[src/rtl/rv32i_types.sv]
// Shared types for the cache-to-memory arbiter: FSM states, grant id, cacheline default.
// Also holds the saturating counter helper used by the arbiter.
package rv32i_types;

    localparam int LINE_W_DEFAULT = 256;

    typedef enum logic [1:0] {
        IDLE    = 2'd0,
        SERVE_I = 2'd1,
        SERVE_D = 2'd2,
        DONE    = 2'd3
    } arb_state_t;

    typedef enum logic {
        GRANT_I = 1'b0,
        GRANT_D = 1'b1
    } grant_t;

    function automatic logic [31:0] sat_inc(input logic [31:0] value);
        return (value == 32'hFFFF_FFFF) ? value : value + 32'd1;
    endfunction

endpackage

[src/rtl/cache_arbiter.sv]
// Arbitrates icache/dcache line fills and dcache writebacks onto one burst memory port.
// Request reaches memory one cycle after grant; requesters wait for their resp, and ties alternate.
module cache_arbiter
    import rv32i_types::*;
#(
    parameter int LINE_W = LINE_W_DEFAULT,
    parameter int ADDR_W = 32
) (
    input  logic              clk,
    input  logic              reset,
    input  logic              i_mem_read,
    input  logic [ADDR_W-1:0] i_mem_addr,
    output logic [LINE_W-1:0] i_mem_rdata,
    output logic              i_mem_resp,
    input  logic              d_mem_read,
    input  logic              d_mem_write,
    input  logic [ADDR_W-1:0] d_mem_addr,
    input  logic [LINE_W-1:0] d_mem_wdata,
    output logic [LINE_W-1:0] d_mem_rdata,
    output logic              d_mem_resp,
    output logic              mem_read,
    output logic              mem_write,
    output logic [ADDR_W-1:0] mem_addr,
    output logic [LINE_W-1:0] mem_wdata,
    input  logic [LINE_W-1:0] mem_rdata,
    input  logic              mem_resp,
    output logic [31:0]       i_grant_cnt,
    output logic [31:0]       d_grant_cnt
);

    arb_state_t        state;
    arb_state_t        next_state;
    grant_t            last_grant;
    logic [ADDR_W-1:0] lat_addr;
    logic [LINE_W-1:0] lat_wdata;
    logic              lat_write;
    logic              i_req;
    logic              d_req;

    assign i_req = i_mem_read;
    assign d_req = d_mem_read | d_mem_write;

    always_ff @(posedge clk or posedge reset) begin
        if (reset) begin
            state <= IDLE;
        end else begin
            state <= next_state;
        end
    end

    always_comb begin
        next_state = state;
        unique case (state)
            IDLE: begin
                // On a tie, serve whoever did not get the previous grant
                if (i_req && d_req) begin
                    next_state = (last_grant == GRANT_I) ? SERVE_D : SERVE_I;
                end else if (i_req) begin
                    next_state = SERVE_I;
                end else if (d_req) begin
                    next_state = SERVE_D;
                end
            end
            SERVE_I: if (mem_resp) next_state = DONE;
            SERVE_D: if (mem_resp) next_state = DONE;
            DONE:    next_state = IDLE;
            default: next_state = IDLE;
        endcase
    end

    // Transaction is captured at grant so requesters may change their inputs mid-burst
    always_ff @(posedge clk or posedge reset) begin
        if (reset) begin
            lat_addr   <= '0;
            lat_wdata  <= '0;
            lat_write  <= 1'b0;
            last_grant <= GRANT_I;
        end else if (state == IDLE) begin
            if (next_state == SERVE_I) begin
                lat_addr   <= i_mem_addr;
                lat_wdata  <= '0;
                lat_write  <= 1'b0;
                last_grant <= GRANT_I;
            end else if (next_state == SERVE_D) begin
                lat_addr   <= d_mem_addr;
                lat_wdata  <= d_mem_wdata;
                lat_write  <= d_mem_write;
                last_grant <= GRANT_D;
            end
        end
    end

    always_ff @(posedge clk or posedge reset) begin
        if (reset) begin
            i_grant_cnt <= '0;
            d_grant_cnt <= '0;
        end else if (mem_resp) begin
            if (state == SERVE_I) i_grant_cnt <= sat_inc(i_grant_cnt);
            if (state == SERVE_D) d_grant_cnt <= sat_inc(d_grant_cnt);
        end
    end

    always_comb begin
        mem_read    = 1'b0;
        mem_write   = 1'b0;
        i_mem_resp  = 1'b0;
        d_mem_resp  = 1'b0;
        i_mem_rdata = '0;
        d_mem_rdata = '0;
        unique case (state)
            SERVE_I: begin
                mem_read   = ~lat_write;
                mem_write  = lat_write;
                i_mem_resp = mem_resp;
                if (mem_resp) i_mem_rdata = mem_rdata;
            end
            SERVE_D: begin
                mem_read   = ~lat_write;
                mem_write  = lat_write;
                d_mem_resp = mem_resp;
                if (mem_resp) d_mem_rdata = mem_rdata;
            end
            default: begin
                mem_read  = 1'b0;
                mem_write = 1'b0;
            end
        endcase
    end

    assign mem_addr  = lat_addr;
    assign mem_wdata = lat_wdata;

endmodule

[config.mk]
export PLATFORM = sky130hd
export DESIGN_NAME = cache_arbiter
export DESIGN_NICKNAME = d
export VERILOG_FILES = /design/src/rtl/rv32i_types.sv /design/src/rtl/cache_arbiter.sv
export SDC_FILE = /design/constraint.sdc
export NUM_CORES = 1
export LEC_CHECK = 0
export CAP_MARGIN = 0
export CORE_AREA = 2 2 565 567
export CTS_BUF_LIST = sky130_fd_sc_hd__clkbuf_4
export DETAILED_ROUTE_END_ITERATION = 8
export DIE_AREA = 0 0 567 569
export PLACE_DENSITY = 0.3
export RECOVER_POWER = 100
export REMOVE_ABC_BUFFERS = 1
export SETUP_SLACK_MARGIN = 0.15
export SYNTH_ARGS = -nofsm -noshare
export SYNTH_HDL_FRONTEND = slang
export SYNTH_SLANG_ARGS = --single-unit
[constraint.sdc]
create_clock -name clk -period 30.1 [get_ports clk]
set_input_delay 3.01 -clock clk [delete_from_list [all_inputs] [get_ports clk]]
set_output_delay 3.01 -clock clk [all_outputs]
set_load 0.01 [all_outputs]
# --- Word level (Yosys, flattened, before mapping) ---
# Index checks and enable logic that the tools add are counted.
word_totals:
  wordCells: 48
  ff_bits: 356
  input_bits: 582
  out_inout_bits: 868
classes:
  addsub: 2
  n_eq_ne: 7
  n_reduce_logical: 7
  muxes: 21
  n_bitwise: 4
op_table:
  columns: ["operator", "n"]
  rows:
  - ["$mux 256", 5]
  - ["$add 32x1->32 const B", 2]
  - ["$eq 32x32->1 const B", 2]
  - ["$mux 32", 2]
  - ["$mux 2", 5]
  - ["$mux 1", 8]
  - ["$eq 2x2->1 const B", 3]
  - ["$pmux 2 s3", 1]
  - ["$reduce_and 3->1", 2]
  - ["$eq 2x1->1 const B", 2]
  - ["$not 1->1", 3]
  - ["$logic_not 2->1", 1]
  - ["$reduce_and 2->1", 1]
  - ["$reduce_bool 2->1", 1]
  - ["$reduce_or 2->1", 1]
  - ["$logic_and 1x1->1", 1]
  - ["$or 1x1->1", 1]

# --- Longest topological paths before layout ---
depth:
  word_depth: 8
  ltp_mapped: 13
  depth_no_buf: 9

# --- Worst setup path after synthesis ---
# OpenSTA, ideal clock, no wires.
synth_timing:
  path_kind: "input port to output port"
  start: "input mem_resp"
  end: "output d_mem_rdata[0]"
  n_path_buf: 3
  arrival_ps: 3944
  setup_slack_ps: 23146
  path_stages: 4
  path_cell_list: "clkbuf_1 > clkbuf_1 > clkbuf_1 > and3_1"
synth_via:
  elab_chain_cells: 2
synth_lines:
  columns: ["element", "line_no", "rtl"]
  rows:
  - ["start, declared", "cache_arbiter.sv:26", "input logic mem_resp,"]
  - ["$mux 256", "cache_arbiter.sv:121", "if (mem_resp) d_mem_rdata = mem_rdata;"]
  - ["$mux 256", "cache_arbiter.sv:110", "unique case (state)"]
  - ["end, declared", "cache_arbiter.sv:19", "output logic [LINE_W-1:0] d_mem_rdata,"]
# No other way between the ends.

# --- Worst setup path in the final report ---
layout_timing:
  start: "input mem_resp"
  end: "output d_mem_rdata[186]"
# The elaborated chain is that of the path after synthesis.

==> metrics.csv <==
stage,metric,value,unit
final_layout,layout.cells.non_filler,7962,
worst_setup_path,r2r_start,state[0],
synthesis,yosysMostFrequentCell,and3_1,
clock_tree,hold_buffers,0,
clock_tree,cts_tree,done,
global_routing,grt_max_degree,238,
min_path,worstHoldPathCells,2,
synthesis,synth_ff_type,dfrtp_1,
min_path,holdPathEnd,mem_wdata[152],
clock_tree,root_buffer,clkbuf_4,
worst_setup_path,crit_arrival,15.64,ns
synthesis,yosysTopAreaCellShare,46.44,%
floorplan,die_x,567,um
detailed_routing,num_vias,24100,
pwr,p_total,3.400,mW
pwr,vdd_ir_drop_max,57.40,uV
job,max-cap-violations,17,
sta,setup-tns-final,0,ns
floorplan,placeableCoreArea,316800,sq um
global_routing,top_usage_layer,met2,
detailed_routing,drt-initial-drc-count,1637,
final_layout,area_delta_synth_final,109.0,%
sta,fin_crit,18.66,ns
synthesis,synth_common_cells,"and3_1 (525), dfrtp_1 (356), nand2_1 (315)",
floorplan,ios,1450,
floorplan,rows,207,
synthesis,avgSynthCellArea,8.684,sq um
final_layout,ff_latch_area,8909,sq um
global_routing,grt_pass1_vias,24000,
detailed_routing,avgRoutedWirePerCell,31.81,um
clock_tree,cts_resized,0,
outcome,violations,"capacitance limit, slew limit",
sta,timing.final.ws_setup,11.45,ns
detailed_routing,dr.pass1.iters,5,
worst_setup_path,path_class,in2out,
synthesis,syn_area,19180,sq um
synthesis,synth_top_area_cell,dfrtp_1,
global_routing,grt_pass1_wl,308900,um
synthesis,ys_types,43,
floorplan,die_h,569,um
min_path,hp-start,mem_wdata[152],
sta,hold_viol,0,
clock_tree,clkTransAtPathRegs,0.05,ns
placed_design,place.gp.congestion,0.8923,
synthesis,ys_warn_count,0,
global_routing,gr-total-overflow,0,
synthesis,synth-seq-cells,356,
sta,drv_slew,1336,
placed_design,port_buffers,1449,
final_layout,layout.nets,4199,
worst_setup_path,startpoint_type,input pin,
sta,setup_violations,0,
floorplan,start_util,6.056,%
detailed_routing,avgViaCountPerCell,3.027,
pwr,p_per_area,84.82,nW/um^2
placed_design,hpwl,217700,um
synthesis,syn_inst,2209,
sta,skew,0.1244,ns
worst_setup_path,cp_max_fo,237,
clock_tree,cts.path.max_buffers,4,
detailed_routing,wl,253300,um
worst_setup_path,r2r-end,mem_wdata[111],
worst_setup_path,rrSetupSlack,17.79,ns
final_layout,multiInputGateArea,9419,sq um
global_routing,track_usage,15.12,%
global_routing,antenna_found_initial,202,
sta,rsz0062_at_grt,false,
final_layout,n_fill_cell,36380,
global_routing,use_met1,19.14,%
clock_tree,cts.sinks,356,
global_routing,grtUsageMet3,10.56,%
sta,max_slew.worst_pin.slew,8.813,ns
sta,fmax,53.61,MHz
detailed_routing,drc,0,
clock_tree,clk_latency,1.16,ns
synthesis,async_reset_ff_share,100.0,%
pwr,cellLeakagePower,18.90,nW
detailed_routing,final_antenna_net_count,0,
sta,slew-limit-headroom,-487.5,%
worst_setup_path,r2r_cells,12,
final_layout,post-route-util,12.65,%
clock_tree,htreeDepth,4,
outcome,status,"finished, violations left",
synthesis,yosysSeqAreaShare,46.44,%
synthesis,synth_area_leaders,"dfrtp_1 (46%), and3_1 (17%), nand2b_1 (8.4%), o21ai_0 (7.6%), nand2_1 (6.2%)",
placed_design,dp_slack,20.95,ns
placed_design,dp_cells,7650,
final_layout,drive_gt1_share,6.255,%
global_routing,use_met2,20.47,%
clock_tree,cts_setup_buffers,0,
min_path,hold_class,reg2reg,
clock_tree,cts_buffers,137,
worst_setup_path,cp_data_required_time,27.09,ns
sta,period_share,61.98,%
synthesis,synth_edf_count,0,
floorplan,die_area,322600,sq um
worst_setup_path,cp-end-kind,primary output,
## placed cells by master (no fill, tap or decap), types with 2 or more instances in the layout
cell             count
and2_0               2
and2_1               6
and3_1             525
and4_1               4
buf_4               13
bufinv_16            2
clkbuf_1            16
clkbuf_4           188
clkdlybuf4s50_1    582
clkinv_1            23
clkinv_2             3
clkinvlp_4           3
dfrtp_1            356
diode_2             89
dlygate4sd3_1      866
ha_1                 5
ha_4                 3
inv_1                8
inv_2                3
mux2i_1             33
nand2_1            315
nand2b_1           259
nand3_1             32
nand4_1             20
nand4_2              3
nor2_1              20
nor3_1              15
nor3b_1              2
nor4_1               5
nor4_2               2
nor4_4               2
nor4b_1              3
o21ai_0            293
or2_2                2
or4_1                2
or4b_1               2
xnor2_1             27
xor2_1              32
## worst max-delay path by stage
stage,start,end,cells after the start,slack (ns)
after floorplan,i_mem_read,lat_write,7,16.33
after global placement,i_mem_read,mem_wdata[167],13,20.96
after detailed placement,i_mem_read,mem_wdata[225],13,20.95
after CTS,state[1],i_mem_resp,8,20.90
after global routing,mem_resp,i_mem_rdata[252],6,10.55
final,mem_resp,d_mem_rdata[186],6,11.45
## cells by family after synthesis
kind of cell	share of synthesized area [%]
xor gates and xnor gates	2.694
adders and majority gates	0.5218
muxes	1.839
AOI/OAI and AO/OA	8.010
buffers and inverters	4.553
DFF	46.44
and+or+nand+nor	35.94
## sequential cells by signal, summed over array words and instances (netlist names)
register / count
d_grant_cnt: 32
i_grant_cnt: 32
last_grant: 1
lat_write: 1
mem_addr: 32
mem_wdata: 256
state: 2
## report_power, final
group / internal, mW / total (mW) / switching [mW]
logic: 0.729 / 2.01 / 1.28
clock network: 0.302 / 0.598 / 0.295
registers: 0.685 / 0.795 / 0.110
total: 1.72 / 3.40 / 1.68
## layout make-up
type | instances | share of cell area [%]
timing repair buffer | 1477 | 36.55
multi-input combinational | 1628 | 23.50
sequential | 356 | 22.23
tap | 4180 | 13.05
clock buffer | 188 | 3.521
antenna | 89 | 0.5556
clock inverter | 35 | 0.5088
inverter | 9 | 0.08740
## stage by stage
| step | cell area [sq um] | hold WS, ns |
|---|---|---|
| after CTS | 39970 | 0.4839 |
| final | 40080 | 0.4714 |
| after detailed placement | 38360 | 0.4715 |
| after global placement | 38360 | 0.4666 |
| after global routing | 39900 | 0.4913 |
| after floorplan | 18340 | 0.4502 |
## critical path: stages
cell and delay [ns]:
clkbuf_1 2.29, clkbuf_1 0.94, clkbuf_1 1.24, clkbuf_1 6.05, and3_1 0.87, dlygate4sd3_1 0.78
## metal layers
layer  routed length (um)  vias up
met4                 4222       64
li1                     -    10520
met1               109800    11670
met5                  398        -
met3                40050      313
met2                98790     1533
Note: power is estimated with default switching activity, not from simulation.
